`src/rtl/mips_mem_loader.sv`:
```
// mips_mem_loader
//   Host-side loader for a small MIPS system. A 32-bit command stream drives
//   block writes into the processor memory, block readback and a run request.
//   A run releases the processor and reports how many cycles it took to halt.
//
//   Command word: op=[31:30] count=[29:20] addr=[ADDR_W-1:0]
//     op 01 : WRITE, the next <count> stream words are stored from addr upward
//     op 10 : READ,  <count> words from addr upward are returned on out stream
//     op 11 : RUN,   pulse cpu_start, wait for cpu_halted,
//                    then return {16'hD0E0, cycles}
//     op 00, or count 0 with op 01/10 : sets the sticky error flag, no action
//
// Ports
//   clk1, reset                  : clock, synchronous active-high reset
//   in_valid/in_ready/in_data    : host command/data stream (sink)
//   out_valid/out_ready/out_data : readback/status stream (source)
//   mem_we/mem_addr/mem_wdata    : memory write port and address
//   mem_rdata                    : memory read data, one cycle after mem_addr
//   cpu_start, cpu_halted        : processor release pulse, HALTED flag
//   busy, error                  : not-idle indicator, sticky protocol error
//
// Handshake: a word moves on a stream only in a cycle where valid and ready
// are both high at the rising clock edge. A source holds valid and data stable
// until that happens. valid never waits on ready. reset wins over any
// handshake in the same cycle, so a word offered in a reset cycle is dropped.
module mips_mem_loader #(
   parameter int ADDR_W = 10
) (
   input  logic              clk1,
   input  logic              reset,
   input  logic              in_valid,
   output logic              in_ready,
   input  logic [31:0]       in_data,
   output logic              out_valid,
   input  logic              out_ready,
   output logic [31:0]       out_data,
   output logic              mem_we,
   output logic [ADDR_W-1:0] mem_addr,
   output logic [31:0]       mem_wdata,
   input  logic [31:0]       mem_rdata,
   output logic              cpu_start,
   input  logic              cpu_halted,
   output logic              busy,
   output logic              error
);

   typedef enum logic [2:0] {
      IDLE, WRITE, RD_ADDR, RD_WAIT, RD_OUT, RUN_PULSE, RUN_WAIT, RUN_OUT
   } state_t;

   localparam logic [ADDR_W-1:0] ADDR_ONE = 1;

   state_t            state, state_nxt;
   logic [ADDR_W-1:0] addr, addr_nxt;
   logic [9:0]        count, count_nxt;
   logic [15:0]       cyc, cyc_nxt;
   logic [31:0]       rd_data, rd_data_nxt;
   logic              error_nxt;
   logic              accept;
   logic [1:0]        cmd_op;
   logic [9:0]        cmd_count;

   assign cmd_op    = in_data[31:30];
   assign cmd_count = in_data[29:20];

   always_ff @(posedge clk1) begin
      if (reset) begin
         state   <= IDLE;
         addr    <= '0;
         count   <= '0;
         cyc     <= '0;
         rd_data <= '0;
         error   <= 1'b0;
      end else begin
         state   <= state_nxt;
         addr    <= addr_nxt;
         count   <= count_nxt;
         cyc     <= cyc_nxt;
         rd_data <= rd_data_nxt;
         error   <= error_nxt;
      end
   end

   always_comb begin
      state_nxt   = state;
      addr_nxt    = addr;
      count_nxt   = count;
      cyc_nxt     = cyc;
      rd_data_nxt = rd_data;
      error_nxt   = error;
      mem_we      = 1'b0;
      mem_wdata   = '0;
      cpu_start   = 1'b0;
      out_valid   = 1'b0;
      // Outputs that complete a transfer are masked during reset so that a
      // reset cycle can neither write memory nor hand out a word.
      in_ready    = !reset && (state == IDLE || state == WRITE);
      accept      = in_valid && in_ready;

      case (state)
         IDLE: begin
            if (accept) begin
               unique case (cmd_op)
                  2'b01, 2'b10: begin
                     if (cmd_count != 10'd0) begin
                        addr_nxt  = in_data[ADDR_W-1:0];
                        count_nxt = cmd_count;
                        state_nxt = (cmd_op == 2'b01) ? WRITE : RD_ADDR;
                     end else begin
                        error_nxt = 1'b1;
                     end
                  end
                  2'b11:   state_nxt = RUN_PULSE;
                  default: error_nxt = 1'b1;
               endcase
            end
         end
         WRITE: begin
            if (accept) begin
               mem_we    = 1'b1;
               mem_wdata = in_data;
               addr_nxt  = addr + ADDR_ONE;
               count_nxt = count - 10'd1;
               if (count == 10'd1) state_nxt = IDLE;
            end
         end
         // mem_addr is presented here; the synchronous memory answers in
         // RD_WAIT, where the word is captured.
         RD_ADDR: state_nxt = RD_WAIT;
         RD_WAIT: begin
            rd_data_nxt = mem_rdata;
            state_nxt   = RD_OUT;
         end
         RD_OUT: begin
            out_valid = !reset;
            if (out_ready) begin
               addr_nxt  = addr + ADDR_ONE;
               count_nxt = count - 10'd1;
               state_nxt = (count == 10'd1) ? IDLE : RD_ADDR;
            end
         end
         RUN_PULSE: begin
            cpu_start = !reset;
            cyc_nxt   = '0;
            state_nxt = RUN_WAIT;
         end
         // Every RUN_WAIT cycle counts, including the one that sees the halt,
         // so a processor already halted on entry reports 1.
         RUN_WAIT: begin
            if (cyc != 16'hFFFF) cyc_nxt = cyc + 16'd1;
            if (cpu_halted) state_nxt = RUN_OUT;
         end
         RUN_OUT: begin
            out_valid = !reset;
            if (out_ready) state_nxt = IDLE;
         end
         default: state_nxt = IDLE;
      endcase
   end

   assign out_data = (state == RUN_OUT) ? {16'hD0E0, cyc} : rd_data;
   assign mem_addr = addr;
   assign busy     = (state != IDLE);

endmodule

```
`config.mk`:
```
export PLATFORM = sky130hd
export DESIGN_NAME = mips_mem_loader
export DESIGN_NICKNAME = d
export VERILOG_FILES = /design/src/rtl/mips_mem_loader.sv
export SDC_FILE = /design/constraint.sdc
export NUM_CORES = 1
export LEC_CHECK = 0
export CAP_MARGIN = 20
export CORE_MARGIN = 3
export CORE_UTILIZATION = 41
export CTS_CLUSTER_DIAMETER = 30
export DETAILED_ROUTE_END_ITERATION = 12
export PLACE_DENSITY = 0.78
export SYNTH_ARGS = -nofsm -noshare
export SYNTH_HDL_FRONTEND = slang
export SYNTH_SLANG_ARGS = --single-unit
export TNS_END_PERCENT = 20
```
`constraint.sdc`:
```
create_clock -name clk1 -period 2 [get_ports clk1]
set_clock_uncertainty 0.2 [all_clocks]
set_input_delay 0.4 -clock clk1 [delete_from_list [all_inputs] [get_ports clk1]]
set_output_delay 0.4 -clock clk1 [all_outputs]
set_load 0.02 [all_outputs]
```
==> results.md, run 1 <==
* Final period utilization at 112%
* Clk sinks at 72
* Commonest cells after routing, fill and taps aside: nand2_1 (97), buf_4 (70), clkdlybuf4s50_1 (66)
* Power Total at 6.17 mW
* Post-Route Utilization at 72.6%
* Post-synth EDFFs at 0
* H-Tree Level Count at 3
* Hold/Removal Path Class: register to register
* Post-DP HPWL at 9.62 mm
* Ys Warns at 0
* Wire per inst at 16.5 um
* N_diodes at 0
* Post-synth cell types at 53
* Critical setup path kind: register to primary output
* Clk slew on worst S/H paths at 0.08 ns
* Reg2Reg Capture Point: mem_addr[3]
* Post-synthesis sequential area ratio at 35.6%
* Total Nets Final at 823
* Post-synthesis net count at 617
* Reg2reg start: state[0]
* Crit path required time at 1.40 ns
* First-pass GRT wire length at 22.7 mm
* Initial Util at 43.0%
* Cell Area, Synth at 4050 um^2
* Status: finished with violations
* TritonCTS buffer count at 9
* Top_reg_cell synth: dfxtp_1
* GPL Wtd Cong at 0.871
* Hold_sp: rd_data[21]
* DIE WIDTH at 105 um
* Core Area at 9420 um^2
* Fraction of layout cells with a size suffix above 1 at 33.7%
* Final wirelength at 14.5 mm
* Largest net degree at the start of global routing at 57
* Clock Path Buffers at 2
* Hold path endpoint: rd_data[21]
* Gr ovfl total at 0
* Die area at 11100 um^2
* Number of vias per cell at 5.34
* Violations in the final reports: setup timing
* Setup TNS at -12.06 ns
* Syn Area/Cell at 7.46 um^2
* # DRC at 0
* Slew @ Worst Pin at 0.648 ns
* Max Slew Vio Count at 0
* Post-synth ARST share at 0%
* I/O Pins at 149
* Hold depth at 2
* Synth Register Bits at 72
* Gate count of the mapped netlist at 542
* Setup WS post-layout at -0.239 ns
* CP startpoint kind: register
* Tot GR Track Use at 24.5%
* DRT antenna net count at 0
* CTS tree: built
* Inst Count DP at 856
* Flop2flop setup slack at -0.13 ns
* Final Non-Filler Cells at 882
* Arr. time, crit path at 1.64 ns
* DR vias at 4706
* Cell leakage power at 2.90 nW
* I/O Buffers at 148
* Final min period at 2.24 ns
* Number of max-cap violations at 0
* Fillers at 677
* Power Dens Cells at 903 nW/um^2
* Starting DRC count in detailed routing at 254
* Layout area overhead at 69.0%
* CP max FO at 5
* RSZ-0062 raised after global routing: yes
* Drt first pass iters at 4
* Worst VDD drop at 0.846 mV
* Vias in the first global route at 4694
* Setup violations, final at 80
* Max frequency at 0.447 GHz
* Die height at 105 um
* Later-pin clock latency in the skew report at 0.35 ns
* Crit. End Element: primary output
* R2R cell count at 9
* Commonest non-fill, non-tap cell in the layout: nand2_1
* Slew margin rel. at 56.8%
* Root Driver: clkbuf_8
* Initial antenna violation count at 0
* Fin. Hold Viols at 0
* Row cnt at 35
==> flip-flops by register name (all words and copies together), names as in the netlist <==
signal and flops:
rd_data 32, cyc 16, count 10, mem_addr 10, state 3, error 1
==> Yosys cell counts, types with 3 or more instances <==
cell | n | area, um^2
nand2_1 | 98 | 368
dfxtp_1 | 72 | 1440
a21oi_1 | 61 | 305
and2_1 | 48 | 300
nor2_1 | 36 | 135
clkbuf_1 | 30 | 113
o21ai_0 | 23 | 115
a21o_1 | 14 | 105
mux2_2 | 14 | 158
nand3_1 | 13 | 65.1
inv_1 | 12 | 45.0
xnor2_1 | 12 | 105
nand4_1 | 9 | 56.3
nor3_1 | 9 | 45.0
nand2b_1 | 8 | 50.1
buf_2 | 7 | 35.0
or3_1 | 7 | 43.8
ha_1 | 6 | 75.1
nor4_1 | 6 | 37.5
a31oi_1 | 5 | 31.3
nand3b_1 | 5 | 37.5
nor2b_1 | 4 | 25.0
and3_1 | 3 | 18.8
==> through the flow <==
stage | setup WS [ns] | cell area, um^2 | hold WS [ns]
floorplan | -0.0243 | 4050 | 0.231
global placement | -0.746 | 6200 | 0.238
detailed placement | -0.774 | 6200 | 0.247
CTS | -0.251 | 6600 | 0.258
global route | -0.300 | 6840 | 0.281
finish | -0.239 | 6840 | 0.255
==> report_power, final <==
| part | internal, mW | switching (mW) | total [mW] |
|---|---|---|---|
| clock | 0.612 | 0.575 | 1.19 |
| combinational | 1.59 | 1.65 | 3.24 |
| sequential | 1.60 | 0.148 | 1.75 |
==> what timing repair did <==
| item | 4_1_cts | 5_1_grt |
|---|---|---|
| hold buffers | 0 | 0 |
| pin swaps | 21 | 21 |
| setup endpoints to repair | 97 | 132 |
| resized for setup | 418 | 63 |
| gates cloned | 3 | 2 |
| buffers inserted | 4 | 2 |
==> how the worst max path moves through the flow <==
stage / startpoint / to
floorplan: state[1] / out_data[11]
global placement: in_valid / mem_wdata[6]
detailed placement: in_valid / mem_wdata[29]
CTS: state[2] / out_data[9]
global route: state[1] / out_data[7]
finish: state[1] / out_data[10]
==> kinds of logic after synthesis <==
| kind of cell | after synthesis | share of synthesized area [%] |
|---|---|---|
| xor+xnor | 12 | 2.60 |
| buf+inv | 50 | 5.04 |
| flops | 72 | 35.6 |
| compound gates | 126 | 18.6 |
| simple gates | 260 | 31.9 |
| fa+ha+maj | 6 | 1.86 |
| mux | 16 | 4.39 |
==> per-layer routing <==
metal	vias up	share of wire, %	wire length (um)	track usage, %
met1	2238	40	5760	28.9
met3	31	5.0	725	4.78
met5	-	0	0	0
li1	2269	-	-	-
met2	168	53	7650	44.3
met4	0	2.6	378	8.06
==> worst max-delay path, stage by stage (launching register included) <==
cell	delay [ns]
dfxtp_4	0.38
and2_4	0.18
nand2_8	0.10
clkbuf_16	0.15
mux2_2	0.34
buf_6	0.14
==> cell type report <==
cell class                      instances  area, um^2  area share, %
Clock inverter                          6        66.3          0.970
Timing Repair Buffer                  233        2320           34.0
Clock buffer                           10         138           2.01
Tap cell                              129         161           2.36
Multi-Input combinational cell        420        2650           38.8
Sequential cell                        72        1460           21.3
Inverter                               12        45.0          0.659
No activity file was read; power rests on OpenSTA's default activity.
==> run 2: changes to the inputs <==
--- a/config.mk
+++ b/config.mk
@@ -11,6 +11,7 @@
 export CTS_CLUSTER_DIAMETER = 30
 export DETAILED_ROUTE_END_ITERATION = 12
 export PLACE_DENSITY = 0.78
+export SETUP_SLACK_MARGIN = 0.4
 export SYNTH_ARGS = -nofsm -noshare
 export SYNTH_HDL_FRONTEND = slang
 export SYNTH_SLANG_ARGS = --single-unit
==> results.md, run 2 (synthesis gave the netlist of run 1 again) <==
* N_diodes at 0 (unchanged)
* Wire per inst at 16.6 um (was 16.5 um)
* Fillers at 689 (was 677)
* Final min period at 2.23 ns (was 2.24 ns)
* Critical setup path kind: register to primary output (unchanged)
* Setup violations, final at 94 (was 80)
* Fraction of layout cells with a size suffix above 1 at 39.0% (was 33.7%)
* Status: finished with violations (unchanged)
* GPL Wtd Cong at 0.834 (was 0.871)
* DIE WIDTH at 105 um (unchanged)
* Crit. End Element: primary output (unchanged)
* Starting DRC count in detailed routing at 197 (was 254)
* Initial antenna violation count at 0 (unchanged)
* Commonest cells after routing, fill and taps aside: nand2_1 (76), buf_4 (68), clkdlybuf4s50_1 (64) (was nand2_1 (97), buf_4 (70), clkdlybuf4s50_1 (66))
* I/O Pins at 149 (unchanged)
* Die height at 105 um (unchanged)
* DR vias at 4691 (was 4706)
* Gr ovfl total at 0 (unchanged)
* Root Driver: clkbuf_8 (unchanged)
* DRT antenna net count at 0 (unchanged)
* Drt first pass iters at 5 (was 4)
* TritonCTS buffer count at 9 (unchanged)
* H-Tree Level Count at 3 (unchanged)
* Power Dens Cells at 889 nW/um^2 (was 903 nW/um^2)
* Violations in the final reports: setup timing (unchanged)
* WHS at 0.257 ns (was 0.255 ns)
* Vias in the first global route at 4545 (was 4694)
* Power Total at 6.05 mW (was 6.17 mW)
* Regs by FF count: rd_data: 32 flops, cyc: 16 flops (unchanged)
* CTS tree: built (unchanged)
* CP startpoint kind: register (unchanged)
* Slew margin rel. at 68.2% (was 56.8%)
* Post-DP HPWL at 9.45 mm (was 9.62 mm)
* Worst Setup SP: state[1] (unchanged)
* Fin. Hold Viols at 0 (unchanged)
* Number of max-cap violations at 0 (unchanged)
* Worst VDD drop at 0.531 mV (was 0.846 mV)
* Commonest non-fill, non-tap cell in the layout: nand2_1 (unchanged)
* Max FFs per register at 32 (unchanged)
* Die area at 11100 um^2 (unchanged)
* Row cnt at 35 (unchanged)
* Final period utilization at 111% (was 112%)
* Clk sinks at 72 (unchanged)
* CP max stage delay at 0.34 ns (was 0.38 ns)
* Largest net degree at the start of global routing at 40 (was 57)
* CP max FO at 8 (was 5)
* Cell leakage power at 2.77 nW (was 2.90 nW)
* Multi-input gate area at 2930 um^2 (was 2650 um^2)
* Flop2flop setup slack at -0.15 ns (was -0.13 ns)
* Post-Route Utilization at 72.3% (was 72.6%)
* Number of vias per cell at 5.39 (was 5.34)
* Reg2reg start: state[0] (unchanged)
* Inst Count DP at 838 (was 856)
* Total Nets Final at 811 (was 823)
* Crit-path most repeated cell: buf_6
* Max frequency at 0.449 GHz (was 0.447 GHz)
* Reg area at 1470 um^2 (was 1460 um^2)
* Crit-path cells: buf_6, nor2b_4, and3_4, and2_4, buf_6 (was and2_4, nand2_8, clkbuf_16, mux2_2, buf_6)
* Final Non-Filler Cells at 870 (was 882)
* Final wirelength at 14.4 mm (was 14.5 mm)
* Crit path required time at 1.40 ns (about the same)
* Max Slew Vio Count at 0 (unchanged)
* Setup WS post-layout at -0.225 ns (was -0.239 ns)
* Reg2Reg Capture Point: cyc[8] (was mem_addr[3])
* Layout area overhead at 68.3% (was 69.0%)
* Later-pin clock latency in the skew report at 0.35 ns (about the same)
* # DRC at 0 (unchanged)
* First-pass GRT wire length at 22.3 mm (was 22.7 mm)
* Slew @ Worst Pin at 0.477 ns (was 0.648 ns)
* Core Area at 9420 um^2 (unchanged)
* Tot GR Track Use at 24.4% (was 24.5%)
* CTS Hold Bufs at 0 (unchanged)
* Arr. time, crit path at 1.63 ns (was 1.64 ns)
* Largest reg by FF count: rd_data (unchanged)
* I/O Buffers at 148 (unchanged)
* CP endpoint: mem_wdata[28] (was out_data[10])
* Clk slew on worst S/H paths at 0.09 ns (was 0.08 ns)
* Max stage delay cell, worst path: dfxtp_2 (was dfxtp_4)
* Initial Util at 43.0% (unchanged)
* Clock Path Buffers at 2 (unchanged)
* Setup TNS at -11.45 ns (was -12.06 ns)
* Hold/Removal Path Class: register to register (unchanged)
* RSZ-0062 raised after global routing: yes (unchanged)
* R2R cell count at 8 (was 9)
[run 2: changes by cell type in the layout (fill, tap and decap cells not counted), moves of 5 or more]
cell	change
nand2_2	+20
buf_6	-6
and3_4	+5
nand2_1	-21
buf_12	-5
[run 2: final cells by class]
class / instances / share of cell area (%)
Clock buffer: 9 / 1.82
Sequential cell: 72 / 21.6
Timing Repair Buffer: 216 / 29.4
Inverter: 12 / 0.662
Tap cell: 129 / 2.37
Clock inverter: 7 / 1.14
Multi-Input combinational cell: 425 / 43.0
[run 2: worst max-delay path: cells and delay by family, from the launching register on]
kind | cells | cell delay [ns]
simple gates | 3 | 0.71
buf+inv | 2 | 0.22
flops | 1 | 0.34
[run 2: stage by stage]
stage,setup WS (ns),instance area [um^2]
6_report,-0.225,6810
5_1_grt,-0.270,6810
4_1_cts,-0.200,6490
3_5_place_dp,-0.855,6230
3_3_place_gp,-0.787,6230
2_1_floorplan,0.182,4360
[run 2: repair_timing]
item                                    4_1_cts  5_1_grt
cloned                                        5        0
buffers inserted                              2        9
resized for setup                           423       88
endpoints found under the setup margin      152      149
pin swaps                                    29       58
[run 2: how the worst min path moves through the flow]
stage                     start  slack, ns          end  cells after the start
floorplan           rd_data[21]       0.23  rd_data[21]                      2
global placement    rd_data[27]       0.24  rd_data[27]                      2
detailed placement  rd_data[27]       0.24  rd_data[27]                      2
CTS                 rd_data[27]       0.26  rd_data[27]                      2
global route         rd_data[5]       0.28   rd_data[5]                      2
finish               rd_data[0]       0.26   rd_data[0]                      2
[run 2: per-layer routing]
layer,GRT usage (%),up-vias,part of all wire (%)
li1,-,2266,-
met1,28.8,2189,39
met2,44.3,211,52
met3,4.90,25,5.9
met4,7.40,0,2.2
met5,0,-,0
[run 2: power by group]
group	internal, mW	total (mW)	switching, mW	leakage, nW
registers	1.60	1.75	0.149	0.589
clock network	0.590	1.19	0.605	0.101
logic	1.48	3.11	1.63	2.08
total	3.66	6.05	2.39	2.77
==> run 3: changes to the inputs <==
--- a/config.mk
+++ b/config.mk
@@ -7,10 +7,10 @@
 export LEC_CHECK = 0
 export CAP_MARGIN = 20
 export CORE_MARGIN = 3
-export CORE_UTILIZATION = 41
+export CORE_UTILIZATION = 45
 export CTS_CLUSTER_DIAMETER = 30
 export DETAILED_ROUTE_END_ITERATION = 12
-export PLACE_DENSITY = 0.78
+export PLACE_DENSITY = 0.81
 export SETUP_SLACK_MARGIN = 0.4
 export SYNTH_ARGS = -nofsm -noshare
 export SYNTH_HDL_FRONTEND = slang
==> constraint.sdc (replaced) <==
create_clock -name clk1 -period 2.41 [get_ports clk1]
set_clock_uncertainty 0.2 [all_clocks]
set_input_delay 0.482 -clock clk1 [delete_from_list [all_inputs] [get_ports clk1]]
set_output_delay 0.482 -clock clk1 [all_outputs]
set_load 0.02 [all_outputs]
==> results.md, run 3 (synthesis gave the netlist of run 1 again) <==
* Status: completed (was finished with violations)
* Slew @ Worst Pin at 0.614 ns (was 0.477 ns)
* # DRC at 0 (unchanged)
* Core Area at 8460 um^2 (was 9420 um^2)
* R2R cell count at 8 (unchanged)
* Drt first pass iters at 5 (unchanged)
* GPL Wtd Cong at 0.864 (was 0.834)
* Max FFs per register at 32 (unchanged)
* Gr ovfl total at 0 (unchanged)
* DRT antenna net count at 0 (unchanged)
* CTS tree: built (unchanged)
* N_diodes at 0 (unchanged)
* Layout area overhead at 64.8% (was 68.3%)
* Commonest cells after routing, fill and taps aside: nand2_1 (94), dfxtp_1 (69), buf_6 (67) (was nand2_1 (76), buf_4 (68), clkdlybuf4s50_1 (64))
* Total Nets Final at 796 (was 811)
* Number of vias per cell at 5.54 (was 5.39)
* CP startpoint kind: register (unchanged)
* Max Slew Vio Count at 0 (unchanged)
* Largest reg by FF count: rd_data (unchanged)
* Power Total at 5.07 mW (was 6.05 mW)
* Tot GR Track Use at 25.0% (was 24.4%)
* RSZ-0062 raised after global routing: yes (unchanged)
* Worst VDD drop at 0.445 mV (was 0.531 mV)
* Commonest non-fill, non-tap cell in the layout: nand2_1 (unchanged)
* Final period utilization at 95.5%
* Clock Path Buffers at 2 (unchanged)
* Crit path required time at 1.73 ns (was 1.40 ns)
* Reg2reg start: state[2] (was state[0])
* Fin. Hold Viols at 0 (unchanged)
* Fraction of layout cells with a size suffix above 1 at 31.7% (was 39.0%)
* Final wirelength at 14.0 mm (was 14.4 mm)
* Wire per inst at 16.9 um (was 16.6 um)
* I/O Pins at 149 (unchanged)
* Flop2flop setup slack at 0.18 ns (was -0.15 ns)
* Vias in the first global route at 4475 (was 4545)
* First-pass GRT wire length at 20.7 mm (was 22.3 mm)
* Setup violations, final at 0 (was 94)
* Critical setup path kind: register to primary output (unchanged)
* Largest net degree at the start of global routing at 57 (was 40)
* CP max FO at 6 (was 8)
* Reg2Reg Capture Point: mem_addr[6] (was cyc[8])
* I/O Buffers at 148 (unchanged)
* Setup TNS at 0 ns (was -11.45 ns)
* DR vias at 4606 (was 4691)
* WHS at 0.259 ns (was 0.257 ns)
* Post-DP HPWL at 9.10 mm (was 9.45 mm)
* Clk slew on worst S/H paths at 0.08 ns (was 0.09 ns)
* Max frequency at 0.434 GHz
* Root Driver: clkbuf_8 (unchanged)
* Starting DRC count in detailed routing at 316 (was 197)
* Row cnt at 33 (was 35)
* Initial Util at 47.8% (was 43.0%)
* Arr. time, crit path at 1.62 ns (was 1.63 ns)
* H-Tree Level Count at 3 (unchanged)
* Hold/Removal Path Class: register to register (unchanged)
* Worst Setup SP: state[2] (was state[1])
* CP endpoint: out_data[7] (was mem_wdata[28])
* Number of max-cap violations at 0 (unchanged)
* Power Dens Cells at 760 nW/um^2 (was 889 nW/um^2)
* Die height at 101 um (was 105 um)
* DIE WIDTH at 101 um (was 105 um)
* TritonCTS buffer count at 9 (unchanged)
* Initial antenna violation count at 0 (unchanged)
* Later-pin clock latency in the skew report at 0.34 ns (was 0.35 ns)
* Slew margin rel. at 59.0% (was 68.2%)
* Die area at 10200 um^2 (was 11100 um^2)
* Regs by FF count: rd_data: 32 flops, cyc: 16 flops (unchanged)
* Final min period at 2.30 ns
* Inst Count DP at 803 (was 838)
* Clk sinks at 72 (unchanged)
* Crit. End Element: primary output (unchanged)
* Cell leakage power at 2.74 nW (was 2.77 nW)
* Final Non-Filler Cells at 831 (was 870)
[run 3: repair_timing]
item	4_1_cts	5_1_grt
pin swaps	20	16
resized for setup	457	40
endpoints found under the setup margin	108	107
hold buffers	0	0
setup buffers	3	4
cloned	0	5
[run 3: power breakdown]
part           switching [mW]  internal, mW
Clock                   0.477         0.696
Combinational            1.27          1.15
Sequential              0.140          1.33
[run 3: critical path: stages (launching register included)]
cell       delay, ns
dfxtp_4         0.40
and2_4          0.19
nand2_8         0.09
clkbuf_16       0.17
mux2_4          0.30
buf_6           0.13
[run 3: how the worst min path moves through the flow]
stage	from	endpoint	slack [ns]	depth (start not counted)
2_1_floorplan	rd_data[21]	rd_data[21]	0.23	2
3_3_place_gp	rd_data[29]	rd_data[29]	0.24	2
3_5_place_dp	rd_data[22]	rd_data[22]	0.24	2
4_1_cts	rd_data[7]	rd_data[7]	0.26	2
5_1_grt	rd_data[16]	rd_data[16]	0.27	2
6_report	rd_data[4]	rd_data[4]	0.26	2
[run 3: stage by stage]
step / util (%) / worst slack [ns] / area, um^2
after CTS: 75.7 / -0.0372 / 6410
after global routing: 78.8 / 0.0577 / 6670
after global placement: 69.8 / -0.487 / 5910
after detailed placement: 69.8 / -0.567 / 5910
final: 78.8 / 0.108 / 6670
after floorplan: - / 0.356 / 4100
[run 3: final cells by class]
cell class                      count  area, um^2
Sequential cell                    72        1450
Inverter                           12        45.0
Tap cell                          105         131
Fill cell                         550        1800
Timing Repair Buffer              206        2100
Multi-Input combinational cell    420        2690
Clock buffer                       10         128
Clock inverter                      6         116
[run 3: routing by layer]
metal | global-route usage, % | vias up | wire length, um
li1 | - | 2230 | -
met1 | 30.7 | 2173 | 5650
met2 | 44.4 | 173 | 7360
met3 | 2.98 | 30 | 713
met4 | 9.22 | 0 | 308
met5 | 0 | - | 0
==> edit, RTL diff (flow settings as in run 2) <==
The parameter `ADDR_W` goes from 10 to 11.
--- a/src/rtl/mips_mem_loader.sv
+++ b/src/rtl/mips_mem_loader.sv
@@ -24,7 +24,7 @@
 // until that happens. valid never waits on ready. reset wins over any
 // handshake in the same cycle, so a word offered in a reset cycle is dropped.
 module mips_mem_loader #(
-   parameter int ADDR_W = 10
+   parameter int ADDR_W = 11
 ) (
    input  logic              clk1,
    input  logic              reset,
Ports: changed (resized mem_addr); port bits go from 149 to 150. The function was not compared with the original's and may differ.
==> edit against run 2 <==
  * The flow still finishes with violations (negative setup slack)
  * Via count down 0.28%
  * Register-to-register slack improved by 0.16 ns
  * Count of clock-buffer cells in the layout increased by 1
  * Area after synthesis is 2.3% higher
  * Power shrank 19%
  * Combinational power down 37%
  * Cell count grew 2.1%
  * Maximum frequency decreased by 3.9%
  * Sequential cell count is 1 higher
  * Routed wire length down 9.9%
  * Final area down 0.28%
  * Setup slack worse by 0.091 ns
  * Synthesized cell count up 2.0%
  * Largest power group unchanged
==> edit: results (changes against run 2) <==
- Status: complete, but fails checks (unchanged)
- Failing checks: negative setup slack (unchanged)
- Port bufs: 149 (was 148)
- Setup ws final: -0.316 ns (was -0.225 ns)
- First-pass GRT wire length: 21.0 mm (was 22.3 mm)
- Minimum setup slack among reg-to-reg paths: 0.01 ns (was -0.15 ns)
- Post-Synth Adder-Cell Area: 1.81% (was 1.86%)
- Synth Area in Compound Gates: 19.8% (was 18.6%)
- R2R depth: 5 (was 8)
- Mux share of post-synthesis cell area: 3.27% (was 4.39%)
- Peak supply drop: 0.000330 V (was 0.000531 V)
- Yosys cell types: 56 (was 53)
- Crit path from: state[1] (unchanged)
- Xor/xnor cell area share of the yosys netlist: 2.54% (was 2.60%)
- DP HPWL: 9.30 mm (was 9.45 mm)
- HP Start: reset (was rd_data[0])
- Pleak: 2.77 nW (about the same)
- Layout Nets: 825 (was 811)
- Final cell count without fillers: 888 (was 870)
- PnR Total Power: 4.90 mW (was 6.05 mW)
- Register area share after synthesis: 35.3% (was 35.6%)
- Vias/cell: 5.27 (was 5.39)
- Relative slew slack: 60.0% (was 68.2%)
- Worst Hold End: error (was rd_data[0])
- Antenna diode count: 0 (unchanged)
- GRT Util Overall: 22.3% (was 24.4%)
- Sw Pwr: 1.70 mW (was 2.39 mW)
- Fin Setup TNS: -14.46 ns (was -11.45 ns)
- Post-CTS Hold Buffers: 0 (unchanged)
- Placer congestion estimate: 0.927 (was 0.834)
- Post-CTS setup buffer count: 0 (was 2)
- Ranking of synthesized cells by area: dfxtp_1 (35%), nand2_1 (8.8%), a21oi_1 (8.1%), and2_1 (6.2%), mux2_2 (3.3%) (was dfxtp_1 (36%), nand2_1 (9.1%), a21oi_1 (7.5%), and2_1 (7.4%), mux2_2 (3.9%))
- Final setup violation count: 74 (was 94)
- DP Cell Count: 872 (was 838)
- Number of global-route vias before repair: 4605 (was 4545)
- Root buf cell: clkbuf_8 (unchanged)
- Initial DRC Count: 256 (was 197)
- Slowest stage delay, CP: 0.42 ns (was 0.34 ns)
- Setup crit end: mem_wdata[24] (was mem_wdata[28])
- Largest net degree at the start of global routing: 55 (was 40)
- Fraction of layout cells with a size suffix above 1: 36.4% (was 39.0%)
- Mapped Cells: 553 (was 542)
- Commonest cells post-synth: nand2_1 (97), dfxtp_1 (73), a21oi_1 (67), and2_1 (41), nor2_1 (35) (was nand2_1 (98), dfxtp_1 (72), a21oi_1 (61), and2_1 (48), nor2_1 (36))
- Clk Latency, worst-skew pair: 0.35 ns (about the same)
- Hold crit path type: primary input to flop (was flop to flop)
- Routed WL: 13.0 mm (was 14.4 mm)
- WHS: 0.149 ns (was 0.257 ns)
- CP Max Fanout: 32 (was 8)
- Crit path max-delay cell type: or3b_4 (was dfxtp_2)
- FF-to-FF End: cyc[15] (was cyc[8])
- Synth Net Count: 628 (was 617)
- Reg clk slew, reported paths: 0.08 ns
- Hold Path Depth: 3 (was 2)
- DP Area: 6420 µm² (was 6230 µm²)
==> edit: cell count changes after synthesis, sizes merged, moves of 4 or more <==
cell	before	now
a21oi	62	68
and2	50	41
nand3	13	18
nor3	9	17
o21ai	24	19
o32ai	1	6
xnor2	12	8
xor2	0	4
==> edit: kinds of logic after synthesis <==
group,after synthesis
AND/OR/NAND/NOR,265
adder cells (fa/ha/maj),6
AO/OA/AOI/OAI,134
buffers and inverters,51
XOR/XNOR,12
multiplexers,12
flip-flops,73
==> edit: per-stage QoR <==
step / worst slack (ns) / util, %
after floorplan: 0.0179 / -
after global placement: -0.626 / 65.7
after detailed placement: -0.664 / 65.7
after CTS: -0.383 / 69.0
after global routing: -0.388 / 69.5
final: -0.316 / 69.5
==> edit: what timing repair did <==
item                                    CTS  global route
endpoints found under the setup margin  154           152
gates resized for setup                 379           108
pin swaps                                47            31
endpoints found under the hold margin     0             0
==> edit: cell type report <==
cell class,instances,area [µm²]
clock inverters,6,90.1
fillers,757,2990
clock buffers,10,128
well taps,133,166
flip-flops and latches,73,1490
repair buffers,223,2040
inverters,14,52.6
multi-input cells,429,2820
==> edit: power by group through the flow <==
| stage | clock, mW | combinational [mW] | sequential [mW] |
|---|---|---|---|
| floorplan | 0 | 1.09 | 1.72 |
| global placement | 0 | 1.89 | 1.67 |
| detailed placement | 0 | 1.94 | 1.68 |
| CTS | 1.32 | 1.91 | 1.65 |
| global route | 1.39 | 2.14 | 1.67 |
| finish | 1.29 | 1.96 | 1.65 |
==> edit: layer usage <==
layer  vias up  wire length (µm)  GRT usage [%]  share of wire (%)
met3        18               713           5.22                5.5
met4         0               158           5.39                1.2
met2       164              6850           40.2                 53
met5         -                 0              0                  0
li1       2324                 -              -                  -
met1      2172              5300           26.6                 41
